$ cat src/rtl/press_classifier.sv
// Classifies button gestures into single click, double click and long press,
// emitting one registered one-cycle pulse per recognised gesture.
module press_classifier #(
    parameter int LONG_CYCLES       = 50_000_000,
    parameter int DOUBLE_WIN_CYCLES = 25_000_000
) (
    input  logic clk,
    input  logic reset,
    input  logic debounced,
    input  logic edge_trig,
    output logic single_click,
    output logic double_click,
    output logic long_press,
    output logic busy
);

    localparam int MAX_CYCLES = (LONG_CYCLES > DOUBLE_WIN_CYCLES) ? LONG_CYCLES : DOUBLE_WIN_CYCLES;
    localparam int CNT_W      = $clog2(MAX_CYCLES) + 1;

    localparam logic [CNT_W-1:0] LONG_LAST = CNT_W'(LONG_CYCLES - 1);
    localparam logic [CNT_W-1:0] WIN_LAST  = CNT_W'(DOUBLE_WIN_CYCLES - 1);

    typedef enum logic [2:0] {
        IDLE,
        PRESS1,
        WAIT2,
        PRESS2,
        HOLD
    } state_t;

    state_t           state_q, state_d;
    logic [CNT_W-1:0] cnt_q, cnt_d;
    logic             single_d, double_d, long_d;

    always_comb begin
        // NOTE: every signal gets a default before the case so no path can infer a latch.
        state_d  = state_q;
        cnt_d    = cnt_q;
        single_d = 1'b0;
        double_d = 1'b0;
        long_d   = 1'b0;

        unique case (state_q)
            IDLE: begin
                if (edge_trig) begin
                    state_d = PRESS1;
                    cnt_d   = '0;
                end
            end
            PRESS1: begin
                // Release beats the long-press threshold on the same cycle.
                if (!debounced) begin
                    state_d = WAIT2;
                    cnt_d   = '0;
                end else if (cnt_q == LONG_LAST) begin
                    state_d = HOLD;
                    cnt_d   = '0;
                    long_d  = 1'b1;
                end else begin
                    cnt_d = cnt_q + 1'b1;
                end
            end
            WAIT2: begin
                if (edge_trig) begin
                    state_d = PRESS2;
                    cnt_d   = '0;
                end else if (cnt_q == WIN_LAST) begin
                    state_d  = IDLE;
                    cnt_d    = '0;
                    single_d = 1'b1;
                end else begin
                    cnt_d = cnt_q + 1'b1;
                end
            end
            PRESS2: begin
                if (!debounced) begin
                    state_d  = IDLE;
                    cnt_d    = '0;
                    double_d = 1'b1;
                end
            end
            HOLD: begin
                if (!debounced) begin
                    state_d = IDLE;
                    cnt_d   = '0;
                end
            end
            default: begin
                state_d = IDLE;
                cnt_d   = '0;
            end
        endcase
    end

    // NOTE: state and pulse registers use non-blocking assignments so all update together.
    always_ff @(posedge clk) begin
        if (reset) begin
            state_q      <= IDLE;
            cnt_q        <= '0;
            single_click <= 1'b0;
            double_click <= 1'b0;
            long_press   <= 1'b0;
        end else begin
            state_q      <= state_d;
            cnt_q        <= cnt_d;
            single_click <= single_d;
            double_click <= double_d;
            long_press   <= long_d;
        end
    end

    assign busy = (state_q != IDLE);

endmodule

$ cat config.mk
export PLATFORM = sky130hd
export DESIGN_NAME = press_classifier
export DESIGN_NICKNAME = d
export VERILOG_FILES = /design/src/rtl/press_classifier.sv
export SDC_FILE = /design/constraint.sdc
export NUM_CORES = 1
export LEC_CHECK = 0
export BUFFER_PORTS_ARGS = -buffer_cell sky130_fd_sc_hd__buf_2
export CAP_MARGIN = 20
export CORE_MARGIN = 4
export CORE_UTILIZATION = 30
export DETAILED_ROUTE_END_ITERATION = 6
export GPL_ROUTABILITY_DRIVEN = 0
export SYNTH_ARGS = -nofsm -noshare
export SYNTH_HDL_FRONTEND = slang
export SYNTH_SLANG_ARGS = --single-unit
$ cat constraint.sdc
create_clock -name clk -period 2.6 [get_ports clk]
set_input_delay 0.52 -clock clk [delete_from_list [all_inputs] [get_ports clk]]
set_output_delay 0.52 -clock clk [all_outputs]
set_load 0.05 [all_outputs]
Word level (Yosys, flattened, before mapping)
Index checks and enable logic that the tools add are counted.
Widths: inputs -> output; s select.
{"block": "totals", "reg_bits": 33, "input_bits": 4, "output_inout_bits": 4}
{"block": "op_classes", "add_sub_neg": 1, "n_eq_ne": 10, "muxes": 17, "bitwise": 4, "reduce_logical": 8}
{"operator": "$mux 27", "count": 6}
{"operator": "$pmux 27 s4", "count": 1}
{"operator": "$add 27x1->27 const B", "count": 1}
{"operator": "$eq 27x25->1 const B", "count": 1}
{"operator": "$eq 27x26->1 const B", "count": 1}
{"operator": "$mux 3", "count": 6}
{"operator": "$pmux 3 s4", "count": 1}
{"operator": "$eq 3x2->1 const B", "count": 2}
{"operator": "$ne 3x3->1 const B", "count": 2}
{"operator": "$reduce_or 3->1", "count": 2}
{"operator": "$ne 2x2->1 const B", "count": 2}
{"operator": "$not 1->1", "count": 4}
{"operator": "$reduce_and 4->1", "count": 1}
{"operator": "$reduce_or 2->1", "count": 2}
{"operator": "$eq 3x1->1 const B", "count": 1}
{"operator": "$eq 3x3->1 const B", "count": 1}
{"operator": "$logic_not 3->1", "count": 1}
{"operator": "$mux 1", "count": 3}
{"operator": "$reduce_bool 3->1", "count": 1}
{"operator": "$reduce_and 2->1", "count": 1}

Logic depth before layout (Yosys ltp)
Gate-level depths: netlist of run 1.
{"block": "logic_depth", "word_depth": 4, "mapped_depth": 8, "depth_no_buf": 6}

Least setup slack after synthesis of run 1
OpenSTA, ideal clock, no wires.
{"block": "synth_timing", "path_type": "flip-flop to flip-flop", "start": "register cnt_q[24]", "end": "register cnt_q[14]", "setup_ns": 0.115, "arrival_time_ns": 1.960, "required_time_ns": 2.485, "path_slack_ns": 0.525, "stages_incl_launch_ff": 7, "cell_sequence": "dfxtp_1 or4_4 nor4_4 a21oi_2 o31ai_4 buf_8 nor2_2"}
{"block": "synth_via", "elab_chain_cells": 4}
{"element": "start: declaration", "line_no": "32", "source": "logic [CNT_W-1:0] cnt_q, cnt_d;"}
{"element": "start signal: assignment", "line_no": "105", "source": "cnt_q <= cnt_d;"}
{"element": "$eq 27x25->1 or $eq 27x26->1 (tied branches)", "line_no": "67, 55"}
{"element": "$mux 27, on equally long branches", "line_no": "67, 55"}
{"element": "$mux 27, on equally long branches", "line_no": "64, 52"}
{"element": "$pmux 27 s4 (*)", "line_no": "43", "source": "unique case (state_q)"}
Every way passes the cells marked *; elsewhere a longest branch is shown, timed or not.
A chain may end at the register's enable or synchronous reset.

Worst setup path after layout of run 1
{"block": "layout_timing", "start": "register cnt_q[0]", "end": "register cnt_q[25]"}
{"block": "layout_via", "elab_chain_cells": 4}
{"element": "$add 27x1->27, or another cell as far along", "line_no": "60, 72"}
{"element": "$mux 27, on equally long branches", "line_no": "67, 55"}
{"element": "$mux 27, on equally long branches", "line_no": "64, 52"}
{"element": "$pmux 27 s4 (*)", "line_no": "43"}
Marks and branches as above.

==> results of run 1 <==
-- logic make-up (layout without fill, tap and decap cells) --
| group | after synthesis | after routing | share of synthesized area |
|---|---|---|---|
| adders and majority gates | 1 | 1 | 0.006706 |
| DFF | 33 | 33 | 0.3541 |
| xor gates and xnor gates | 18 | 18 | 0.08451 |
| buffers and inverters | 17 | 26 | 0.04225 |
| AOI/OAI and AO/OA | 33 | 33 | 0.1315 |
| and+or+nand+nor | 116 | 116 | 0.3810 |
-- power groups by stage --
stage                     Sequential, mW  Combinational, mW  Clock, mW
after floorplan                    0.544              0.241          0
after global placement             0.568              0.283          0
after detailed placement           0.568              0.284          0
after CTS                          0.557              0.284      0.514
after global routing               0.561              0.312      0.531
final                              0.557              0.286      0.503
-- layout by cell type (no fill, tap or decap), types with 3 or more instances in the layout --
cell                       netlist  final
sky130_fd_sc_hd__nor2_2         10     10
sky130_fd_sc_hd__and3_1          4      4
sky130_fd_sc_hd__nand3_1        11     11
sky130_fd_sc_hd__nand4_1        16     16
sky130_fd_sc_hd__buf_4           0      6
sky130_fd_sc_hd__inv_1           5      5
sky130_fd_sc_hd__nand2_1        17     17
sky130_fd_sc_hd__o311ai_0        3      3
sky130_fd_sc_hd__and2_1          4      4
sky130_fd_sc_hd__buf_2           3      7
sky130_fd_sc_hd__or3_1           4      4
sky130_fd_sc_hd__o21ai_0         7      7
sky130_fd_sc_hd__a211oi_1        3      3
sky130_fd_sc_hd__clkbuf_8        0      6
sky130_fd_sc_hd__dfxtp_1        33     33
sky130_fd_sc_hd__nor4_1          5      5
sky130_fd_sc_hd__and4_1          6      6
sky130_fd_sc_hd__nor2_1         16     16
sky130_fd_sc_hd__nor3_1          8      7
sky130_fd_sc_hd__xnor2_1         7      7
sky130_fd_sc_hd__xor2_1         11     11
sky130_fd_sc_hd__a21oi_1         5      5
-- worst min path at each step --
stage | start | end | slack, ns | cells past startpoint
floorplan | cnt_q[1] | cnt_q[1] | 0.46 | 2
global placement | cnt_q[1] | cnt_q[1] | 0.48 | 2
detailed placement | cnt_q[1] | cnt_q[1] | 0.49 | 2
CTS | debounced | double_click | 0.47 | 2
global route | debounced | double_click | 0.48 | 2
finish | debounced | double_click | 0.48 | 2
-- flip-flops by register name (all words and copies together), names as in the netlist --
name          flops
state_q           3
cnt_q            27
long_press        1
single_click      1
double_click      1
-- cell usage after synthesis (5+ instances only) --
cell type	number	area, µm²
sky130_fd_sc_hd__nor3_1	8	40.04
sky130_fd_sc_hd__clkbuf_1	8	30.03
sky130_fd_sc_hd__nand3_1	11	55.05
sky130_fd_sc_hd__a21oi_1	5	25.02
sky130_fd_sc_hd__dfxtp_1	33	660.6
sky130_fd_sc_hd__xor2_1	11	96.34
sky130_fd_sc_hd__nor2_1	16	60.06
sky130_fd_sc_hd__nand2_1	17	63.81
sky130_fd_sc_hd__nor4_1	5	31.28
sky130_fd_sc_hd__nor2_2	10	62.56
sky130_fd_sc_hd__inv_1	5	18.77
sky130_fd_sc_hd__o21ai_0	7	35.03
sky130_fd_sc_hd__and4_1	6	52.55
sky130_fd_sc_hd__nand4_1	16	100.1
sky130_fd_sc_hd__xnor2_1	7	61.31
-- routing by layer --
layer / wire [µm] / track usage / vias to the layer above
met2: 2172 / 0.2167 / 38
met1: 2134 / 0.1636 / 799
li1: - / - / 828
met4: 62 / 0.04391 / 0
met5: 0 / 0 / -
met3: 290 / 0.03217 / 7
-- critical path, stage by stage, from the launching register on --
cell	delay, ns
sky130_fd_sc_hd__dfxtp_1	0.35
sky130_fd_sc_hd__ha_1	0.25
sky130_fd_sc_hd__and3_1	0.23
sky130_fd_sc_hd__and4_1	0.25
sky130_fd_sc_hd__a21oi_2	0.52
sky130_fd_sc_hd__nor2_1	0.23
sky130_fd_sc_hd__o311ai_0	0.36
-- layout make-up --
cell class | instances | area, µm²
clock buffer | 7 | 86.33
clock inverter | 1 | 30.03
fill | 627 | 3890
inverter | 5 | 18.77
multi-input combinational | 168 | 1131
sequential | 33 | 660.6
tap | 75 | 93.84
timing repair buffer | 13 | 80.08
==> results.md, run 1 <==
Synthesis:
- The post-synth design cell area is 1866 µm².
- The average instance in the mapped netlist occupies 8.558 µm².
- The number of different library cells in the post-synthesis netlist is 46.
- The count of flip-flops with a built-in enable after synthesis is 0.
- The number of warnings printed during yosys synthesis is 0.
- The prevailing post-synth register cell is sky130_fd_sc_hd__dfxtp_1.
- Synthesis produced a netlist with a net count of 223.
- Synthesis produced 218 cells.
- The async set-reset flop share out of synthesis is 0.
- The register bit total from synthesis is 33.
- The sequential area share after synthesis is 0.3541.

Placed design:
- The minimum setup slack after placement is 0.2161 ns.
- Counting tap cells, the placed design contains a total of 294 instances.
- The number of port buffers is 7.
- Once placement finished, the instance area stood at 1984 µm².
- Detailed placement finished with a half-perimeter wire length of 3.249 mm.

STA:
- The slew at the pin closest to its max-slew limit is 0.7126 ns.
- Setup repair after global routing left no endpoint under its margin.
- The final-report hold violation count is 0.
- In the final timing run, aggregate negative setup slack is 0 ns.
- The worst max-slew margin expressed relative to the limit is 0.5249.
- Of the available clock period, the critical path in the final layout requires 0.8838.
- The clock period minus final worst setup slack is 2.298 ns.
- The count of final max-slew check failures is 0.
- The worst-case clock skew is 0.009567 ns.
- The count of final setup violators is 0.
- The post-route worst setup slack is 0.3022 ns.
- The tightest hold path in the finished design has a slack of 0.4782 ns.
- Static timing analysis puts the maximum clock frequency at 435.2 MHz.

Clock tree:
- CTS saw 33 sinks.
- The H-tree generated during clock tree synthesis spans 2 levels.
- The CTS clock-pin slew for the worst setup and hold paths is 0.07 ns.
- The clock latency reported for the late side of the worst-skew pair is 0.29 ns.
- TritonCTS built the clock tree.
- TritonCTS created 5 clock buffers.
- The post-CTS setup buffer count is 0.
- The count of instances resized after the clock tree is built is 0.
- The maximum buffer depth of the clock tree is 2.
- Hold repair after CTS inserted 0 buffers.
- The cell chosen for the clock root is sky130_fd_sc_hd__clkbuf_8.

Route:
- The count of nets left with antenna violations once routing finished came out at 0.
- The routed design has 4.659 mm of wire.
- In the routed design, unresolved DRC markers number 0.
- The first detailed-routing pass took 4 iterations.
- The routed length per placed instance is 15.43 µm.
- The total number of vias is 1,672.
- The number of vias per cell is 5.536.
- The detailed router finished its first iteration with 99 violations.

Worst setup path:
- In this run the worst path has a maximum fanout of 12.
- The source of the worst register-to-register timing path is cnt_q[0].
- At the worst endpoint, the arrival time is 2.48 ns.
- The data required time of the worst path is 2.78 ns.
- The endpoint of the worst-slack reg-to-reg timing path is cnt_q[25].
- The end point of the critical path is cnt_q[25].
- The launch point of the critical path is cnt_q[0].
- The count of cells along the worst register-to-register path is 6.
- In this run the register-to-register setup slack is 0.30 ns.
- STA classifies the critical path endpoint as a flop.
- The critical path startpoint category is a flop.
- The category of the most critical setup path is flop to flop.

Cells and area:
- Measured on the finished design, the core utilization comes to 0.3507.
- The total non-filler cell area in the finished layout is 2101 µm².
- The area added between synthesis and finish is 12.61%.
- The share of cells above drive strength 1 is 0.1718.
- The antenna diode count is 0.
- The number of nets at the end of the flow is 231.
- The finished layout holds 302 standard cells, fillers aside.

Die:
- The initial utilization of the core area, before any placement, comes to 0.3114.
- The height of the die is 86.86 µm.
- The core area is 5991 µm².
- The I/O pin count is 8.
- The die covers 7544 µm².
- In this run the horizontal extent of the chip is 86.86 µm.
- The initialized floorplan defines 28 standard-cell rows.

Power:
- The areal power density over the cells is 641.1 nW/µm².
- For this design the static power due to leakage is 0.6681 nW.
- Across the VDD grid, the largest voltage drop is 0.2692 mV.
- In this run the power spent charging and discharging nets is 0.4307 mW.
- The internal cell power is 0.9161 mW.
- The part of the power in the clock network is 0.374.
- The share of total power dissipated in sequential elements is 0.414.
- Total power for the finished layout comes to 1.347 mW.
- The switching fraction of total power is 0.3198.
- The share of power burned in combinational logic is 0.213.

Worst hold path:
- The type of the most critical hold path is input pin to flop.

Global route:
- The number of antenna violations at the first check in global routing is 0.
- The largest net degree at the start of global routing is 20.
- The number of global-route vias before repair came to 1,626.
- After global routing the overflow that remains totals 0.
- The global-route wire length before repair is 7.783 mm.
- The all-layer global routing usage is 0.1302.

Run:
- The number of max-capacitance violations reported is 0.

Run status:
- The run finished with clean final reports.
No activity file was read; power rests on OpenSTA's default activity.
==> run 2: changes to the inputs <==
--- a/config.mk
+++ b/config.mk
@@ -8,9 +8,10 @@
 export BUFFER_PORTS_ARGS = -buffer_cell sky130_fd_sc_hd__buf_2
 export CAP_MARGIN = 20
 export CORE_MARGIN = 4
-export CORE_UTILIZATION = 30
+export CORE_UTILIZATION = 60
 export DETAILED_ROUTE_END_ITERATION = 6
 export GPL_ROUTABILITY_DRIVEN = 0
+export PLACE_DENSITY = 0.78
 export SYNTH_ARGS = -nofsm -noshare
 export SYNTH_HDL_FRONTEND = slang
 export SYNTH_SLANG_ARGS = --single-unit
==> results.md, run 2 (synthesized netlist as in run 1, its figures left out) <==
Run status:
- The run finished with clean final reports.

Power:
- The analysis attributes to cell leakage a power of 0.6378 nW.
- The areal power density over the cells is 561.1 nW/µm².
- VDD sags by at most 0.3799 mV.
- Total power for the finished layout comes to 1.111 mW.

Global route:
- The total grt overflow is 0.
- The global-route wire length before repair is 7.652 mm.
- The number of global-route vias before repair is 1,675.
- The all-layer global routing usage is 0.2341.
- The number of antenna violations at the first check in global routing is 0.
- The largest net degree at the start of global routing is 16.

Worst setup path:
- The category of the most critical setup path is flop to flop.
- At the worst endpoint, the required time is 2.80 ns.
- STA classifies the critical path endpoint as a flop.
- In this run the worst setup path begins at cnt_q[0].
- The source of the worst register-to-register timing path is cnt_q[0].
- The top fanout value on the critical path is 12.
- The signal arrival time at the worst endpoint is 2.58 ns.
- The critical path startpoint category is a flop.

Route:
- The initial DRC count is 253.
- The routed length per placed instance is 16.84 µm.
- In the routed design, unresolved DRC markers number 0.
- The first TritonRoute pass finished after 5 iterations.
- Once detail routing completed, the nets flagged for antenna violations numbered 0.
- The sum of routed wire length over all layers is 4.362 mm.
- The total number of vias is 1,747.
- The number of vias per cell is 6.745.

Cells and area:
- The antenna diode count is 0.
- The number of flip-flops under the largest register name is 27.
- Of the cells placed in the final design, the portion with a size suffix greater than 1 is 0.1623.
- cnt_q holds more flip-flops than any other register.
- The leading cell type in the layout, fill and taps excluded is sky130_fd_sc_hd__dfxtp_1.
- The number of filler instances in the final layout is 254.
- The library cells used most frequently in the layout, excluding fill and tap cells, are 33 x sky130_fd_sc_hd__dfxtp_1, 17 x sky130_fd_sc_hd__nand2_1, 16 x sky130_fd_sc_hd__nand4_1, 16 x sky130_fd_sc_hd__nor2_1.
- The area added between synthesis and finish is 6.170%.
- The largest registers in the layout are cnt_q x27, state_q x3.
- In the final design database the tool counted 232 nets.
- The total non-filler cell area in the finished layout is 1981 µm².

STA:
- The worst-case clock skew is 0.003702 ns.
- The post-route clock period utilization is 0.9153.
- The count of final setup violators is 0.
- The count of final max-slew check failures is 0.
- Setup repair after global routing left no endpoint under its margin.
- For this run, the top clock speed supported by timing is 420.2 MHz.
- The slew at the pin closest to its max-slew limit is 0.7034 ns.
- The clock period minus final worst setup slack is 2.380 ns.
- The post-route worst setup slack is 0.2202 ns.
- The final-report hold violation count came to 0.
- The worst max-slew margin expressed relative to the limit is 0.5310.
- Adding up every negative setup slack in the final design gives 0 ns.
- The worst-case hold slack is 0.4253 ns.

Die:
- The area enclosed by the die boundary is 4065 µm².
- The starting density of the core is 0.6539.
- The height of the die is 63.76 µm.
- The initialized floorplan defines 19 standard-cell rows.
- The core region is 2853 µm².
- During I/O placement, the number of pins put on the boundary was 8.
- The x dimension of the die is 63.76 µm.

Clock tree:
- Counting every sink on the clock net gives 33.
- TritonCTS built the clock tree.
- The cell chosen for the clock root is sky130_fd_sc_hd__clkbuf_4.
- The number of buffers inserted during clock tree synthesis is 5.
- The count of instances resized after the clock tree is built is 0.
- The number of setup buffers added after CTS is 0.
- In this run, post-CTS hold repair placed 0 buffers.
- Clock-pin slew was measured on the worst setup and hold paths at 0.09 ns.
- The clock latency reported for the late side of the worst-skew pair is 0.33 ns.
- The number of levels in the clock H-tree is 2.
- The clock passes through at most 2 buffers.

Placed design:
- Port buffering added 7 buffers.
- Summed over all nets, the half-perimeter wirelength after detailed placement is 3.164 mm.
- The minimum setup slack after placement is 0.2395 ns.
- In this run the cell area measured after placement is 1932 µm².

Worst hold path:
- In this run the worst hold path is classified as input pin to flop.
- The worst hold path begins at debounced.

Run:
- The tool flagged a number of max-cap violations equal to 0.
run 2: cell type report:
class                   instances  area (µm²)  area share
inverters                       5       18.77    0.009476
repair buffers                 14       87.58     0.04422
multi-input cells             168        1126      0.5685
well taps                      31       38.79     0.01958
flip-flops and latches         33       660.6      0.3335
clock buffers                   8       48.80     0.02464
run 2: path summary, 6_finish.rpt:
path	to	slack [ns]	cells after the start
min reg2reg	cnt_q[1]	0.50	2
min	double_click	0.43	2
max	cnt_q[19]	0.22	6
max reg2reg	cnt_q[19]	0.22	6
run 2: critical path, cell delays in order (launching register included):
cell and delay, ns:
sky130_fd_sc_hd__dfxtp_1 0.35, sky130_fd_sc_hd__ha_1 0.25, sky130_fd_sc_hd__and3_1 0.23, sky130_fd_sc_hd__and4_1 0.26
sky130_fd_sc_hd__a21oi_2 0.55, sky130_fd_sc_hd__nor2_1 0.19, sky130_fd_sc_hd__o311ai_0 0.43
run 2: metrics by stage:
| step | cells | util |
|---|---|---|
| finish | 259 | 0.6943 |
| global route | 259 | 0.6943 |
| CTS | 259 | 0.6943 |
| detailed placement | 251 | 0.6772 |
| global placement | 251 | 0.6772 |
| floorplan | 218 | - |
run 2: power by group:
group | leakage (nW) | switching (mW) | total, mW | internal, mW
combinational | 0.345 | 0.203 | 0.288 | 0.0852
sequential | 0.266 | 0.0355 | 0.558 | 0.522
clock | 0.0265 | 0.158 | 0.266 | 0.108
run 2: layer usage:
layer  vias up  share of wire  GRT usage
li1        835              -          -
met1       805           0.41     0.2862
met2        92           0.47     0.3846
met3        15          0.087    0.06130
met4         0          0.028     0.1105
met5         -              0          0
==> run 3: changes to the inputs <==
--- a/config.mk
+++ b/config.mk
@@ -8,10 +8,10 @@
 export BUFFER_PORTS_ARGS = -buffer_cell sky130_fd_sc_hd__buf_2
 export CAP_MARGIN = 20
 export CORE_MARGIN = 4
-export CORE_UTILIZATION = 60
+export CORE_UTILIZATION = 65
 export DETAILED_ROUTE_END_ITERATION = 6
 export GPL_ROUTABILITY_DRIVEN = 0
-export PLACE_DENSITY = 0.78
+export PLACE_DENSITY = 0.83
 export SYNTH_ARGS = -nofsm -noshare
 export SYNTH_HDL_FRONTEND = slang
 export SYNTH_SLANG_ARGS = --single-unit
==> constraint.sdc (replaced) <==
create_clock -name clk -period 2.93 [get_ports clk]
set_input_delay 0.586 -clock clk [delete_from_list [all_inputs] [get_ports clk]]
set_output_delay 0.586 -clock clk [all_outputs]
set_load 0.05 [all_outputs]
==> results.md, run 3 (synthesized netlist as in run 1, its figures left out) <==
Run status:
- The flow ran to the end, and the final reports show no timing, DRC or antenna violations.

STA:
- Setup total negative slack on the finished layout was measured at 0 ns.
- The count of final max-slew check failures is 0.
- The post-route clock period utilization is 0.8181.
- The worst-case clock skew is 0.01312 ns.
- Setup repair after global routing left no endpoint under its margin.
- For the pin with the worst max-slew slack, the measured transition is 0.7009 ns.
- The count of final setup violators is 0.
- The worst max-slew margin expressed relative to the limit is 0.5327.
- The worst path needs 2.397 ns of the cycle, external delays included.
- The post-route worst setup slack is 0.5330 ns.
- The final-report hold violation count is 0.
- For this run, the top clock speed supported by timing is 417.2 MHz.

Global route:
- Entering global routing, the biggest net connects 20 pins.
- The number of antenna violations at the first check in global routing is 0.
- The global-route wire length before repair is 7.907 mm.
- The total grt overflow is 0.
- The global routing met3 resource utilization is 0.08595.
- The all-layer global routing usage is 0.2861.
- The most crowded layer after global routing is met2.
- In the global route stage, met1 resource usage came out at 0.3295.
- In the global route stage, met2 resource usage came out at 0.4723.
- The number of global-route vias before repair was 1,721.

Worst setup path:
- The end point of the critical path is cnt_q[21].
- STA puts the critical path data arrival time at 2.63 ns.
- The setup path with the least slack is of type flop to flop.
- The launch point of the critical path is cnt_q[24].
- In this run the register-to-register setup slack is 0.53 ns.
- The count of cells along the worst register-to-register path is 6.
- The kind of end point of the critical path is a flop.
- The endpoint of the worst-slack reg-to-reg timing path is cnt_q[21].
- STA classifies the critical path startpoint as a flop.
- The startpoint identified for the worst register-to-register timing path is cnt_q[24].
- In this run the worst path has a maximum fanout of 19.
- Data on the critical path is required at its endpoint by 3.16 ns.

Clock tree:
- The number of buffers inserted during clock tree synthesis is 5.
- The cell chosen for the clock root is sky130_fd_sc_hd__clkbuf_4.
- The maximum buffer depth of the clock tree is 2.
- Once the clock tree was built, the resizer swapped 0 gates to a different size.
- The CTS sink count is 33.
- After clock tree synthesis, the clock-pin slew on the worst setup and hold paths is 0.10 ns.
- After clock tree synthesis, the flow added hold-fix buffers numbering 0.
- The clock latency reported for the late side of the worst-skew pair is 0.35 ns.
- The number of levels in the clock H-tree is 2.
- The post-CTS setup buffer count is 0.
- The TritonCTS clock tree is done.

Route:
- The initial DRC count is 204.
- For this run, design rule violations remaining after detail routing come to 0.
- The routed length per placed instance is 18.16 µm.
- The detail route stage leaves a number of antenna-violating nets equal to 0.
- The number of vias per cell is 7.000.
- Summing over every cut layer, the via total after detailed routing is 1,785.
- Before antenna repair, the detailed router went through 4 iterations.
- For this block, the routed nets add up to 4.630 mm of wire.

Power:
- In this run the static leakage power is 0.6326 nW.
- Summed over all nets, the switching power comes to 0.3643 mW.
- The share of total power dissipated in combinational logic is 0.237.
- The part of the power in the clock network is 0.285.
- The maximum vdd ir drop is 0.4584 mV.
- The part of the power in registers is 0.478.
- The switching fraction of total power is 0.3529.
- The internal cell power is 0.6680 mW.
- The areal power density over the cells is 523.5 nW/µm².

Run:
- The number of max-capacitance violations reported is 0.

Cells and area:
- The repair_antennas step left the layout with diodes totalling 0.
- In the final layout, the registers with the most flip-flops are cnt_q x27, state_q x3.
- Leaving out fill and tap cells, the most frequent cell in the layout is sky130_fd_sc_hd__dfxtp_1.
- The share of cells above drive strength 1 is 0.1607.
- More flip-flops sit in one register than any other, and that register is cnt_q.
- The register with the most flip-flops in the layout has 27 of them.
- After the last flow step, the layout net total stands at 228.
- After filler insertion, the fill cell instance count of the layout stands at 213.
- Compared with the post-synthesis result, the final layout area differs by 5.701%.
- The total non-filler cell area in the finished layout is 1972 µm².
- In the layout the commonest cells are 33 x sky130_fd_sc_hd__dfxtp_1, 17 x sky130_fd_sc_hd__nand2_1, 16 x sky130_fd_sc_hd__nand4_1, 16 x sky130_fd_sc_hd__nor2_1.

Die:
- In this run the vertical extent of the chip is 61.57 µm.
- After floorplanning, the core was divided into 19 placement rows.
- The area enclosed by the die boundary is 3791 µm².
- During I/O placement, the number of pins put on the boundary was 8.
- The x dimension of the die is 61.57 µm.
- For this configuration, the core starts out at a cell density of 0.6765.
- The core area is 2758 µm².

Placed design:
- The placed instances occupy a cell area of 1902 µm².
- The minimum setup slack after placement is 0.4960 ns.
- In this run the tool buffered the top-level ports with 7 buffer cells.
- Detailed placement ended at an HPWL of 3.253 mm.

Worst hold path:
- The type of the most critical hold path is input pin to flop.
run 3: worst min path at each step:
| stage | depth (start not counted) | endpoint | start |
|---|---|---|---|
| after floorplan | 2 | cnt_q[1] | cnt_q[1] |
| after global placement | 2 | cnt_q[1] | cnt_q[1] |
| after detailed placement | 2 | cnt_q[1] | cnt_q[1] |
| after CTS | 2 | double_click | debounced |
| after global routing | 2 | double_click | debounced |
| final | 2 | double_click | debounced |
run 3: layout make-up:
class                      instances  area [µm²]  area share
clock buffer                       7       65.06     0.03299
clock inverter                     1       5.005    0.002538
inverter                           5       18.77    0.009518
multi-input combinational        168        1126      0.5711
sequential                        33       660.6      0.3350
tap                               31       38.79     0.01967
timing repair buffer              10       57.56     0.02919
run 3: critical path: stages, from the launching register on:
cell and delay, ns:
sky130_fd_sc_hd__dfxtp_1 0.41, sky130_fd_sc_hd__or4_4 0.58, sky130_fd_sc_hd__nor4_4 0.36, sky130_fd_sc_hd__a21oi_2 0.23
sky130_fd_sc_hd__o31ai_4 0.28, sky130_fd_sc_hd__buf_4 0.31, sky130_fd_sc_hd__nor2_1 0.10
run 3: stage by stage:
stage / power (mW) / instances / util / hold slack (ns)
2_1_floorplan: 0.6965 / 218 / - / 0.4582
3_3_place_gp: 0.7318 / 247 / 0.6897 / 0.4786
3_5_place_dp: 0.7419 / 247 / 0.6897 / 0.4830
4_1_cts: 1.031 / 255 / 0.7151 / 0.4686
5_1_grt: 1.089 / 255 / 0.7151 / 0.4588
6_report: 1.032 / 255 / 0.7151 / 0.4692
run 3: layer usage:
| metal | vias up | part of all wire |
|---|---|---|
| met5 | - | 0 |
| met4 | 0 | 0.038 |
| met3 | 26 | 0.092 |
| met1 | 825 | 0.38 |
| met2 | 106 | 0.49 |
| li1 | 828 | - |
run 3: power groups by stage:
| stage | Sequential (mW) | Clock [mW] | Combinational [mW] |
|---|---|---|---|
| floorplan | 0.482 | 0 | 0.214 |
| global placement | 0.502 | 0 | 0.230 |
| detailed placement | 0.503 | 0 | 0.239 |
| CTS | 0.492 | 0.299 | 0.240 |
| global route | 0.497 | 0.329 | 0.263 |
| finish | 0.493 | 0.295 | 0.245 |
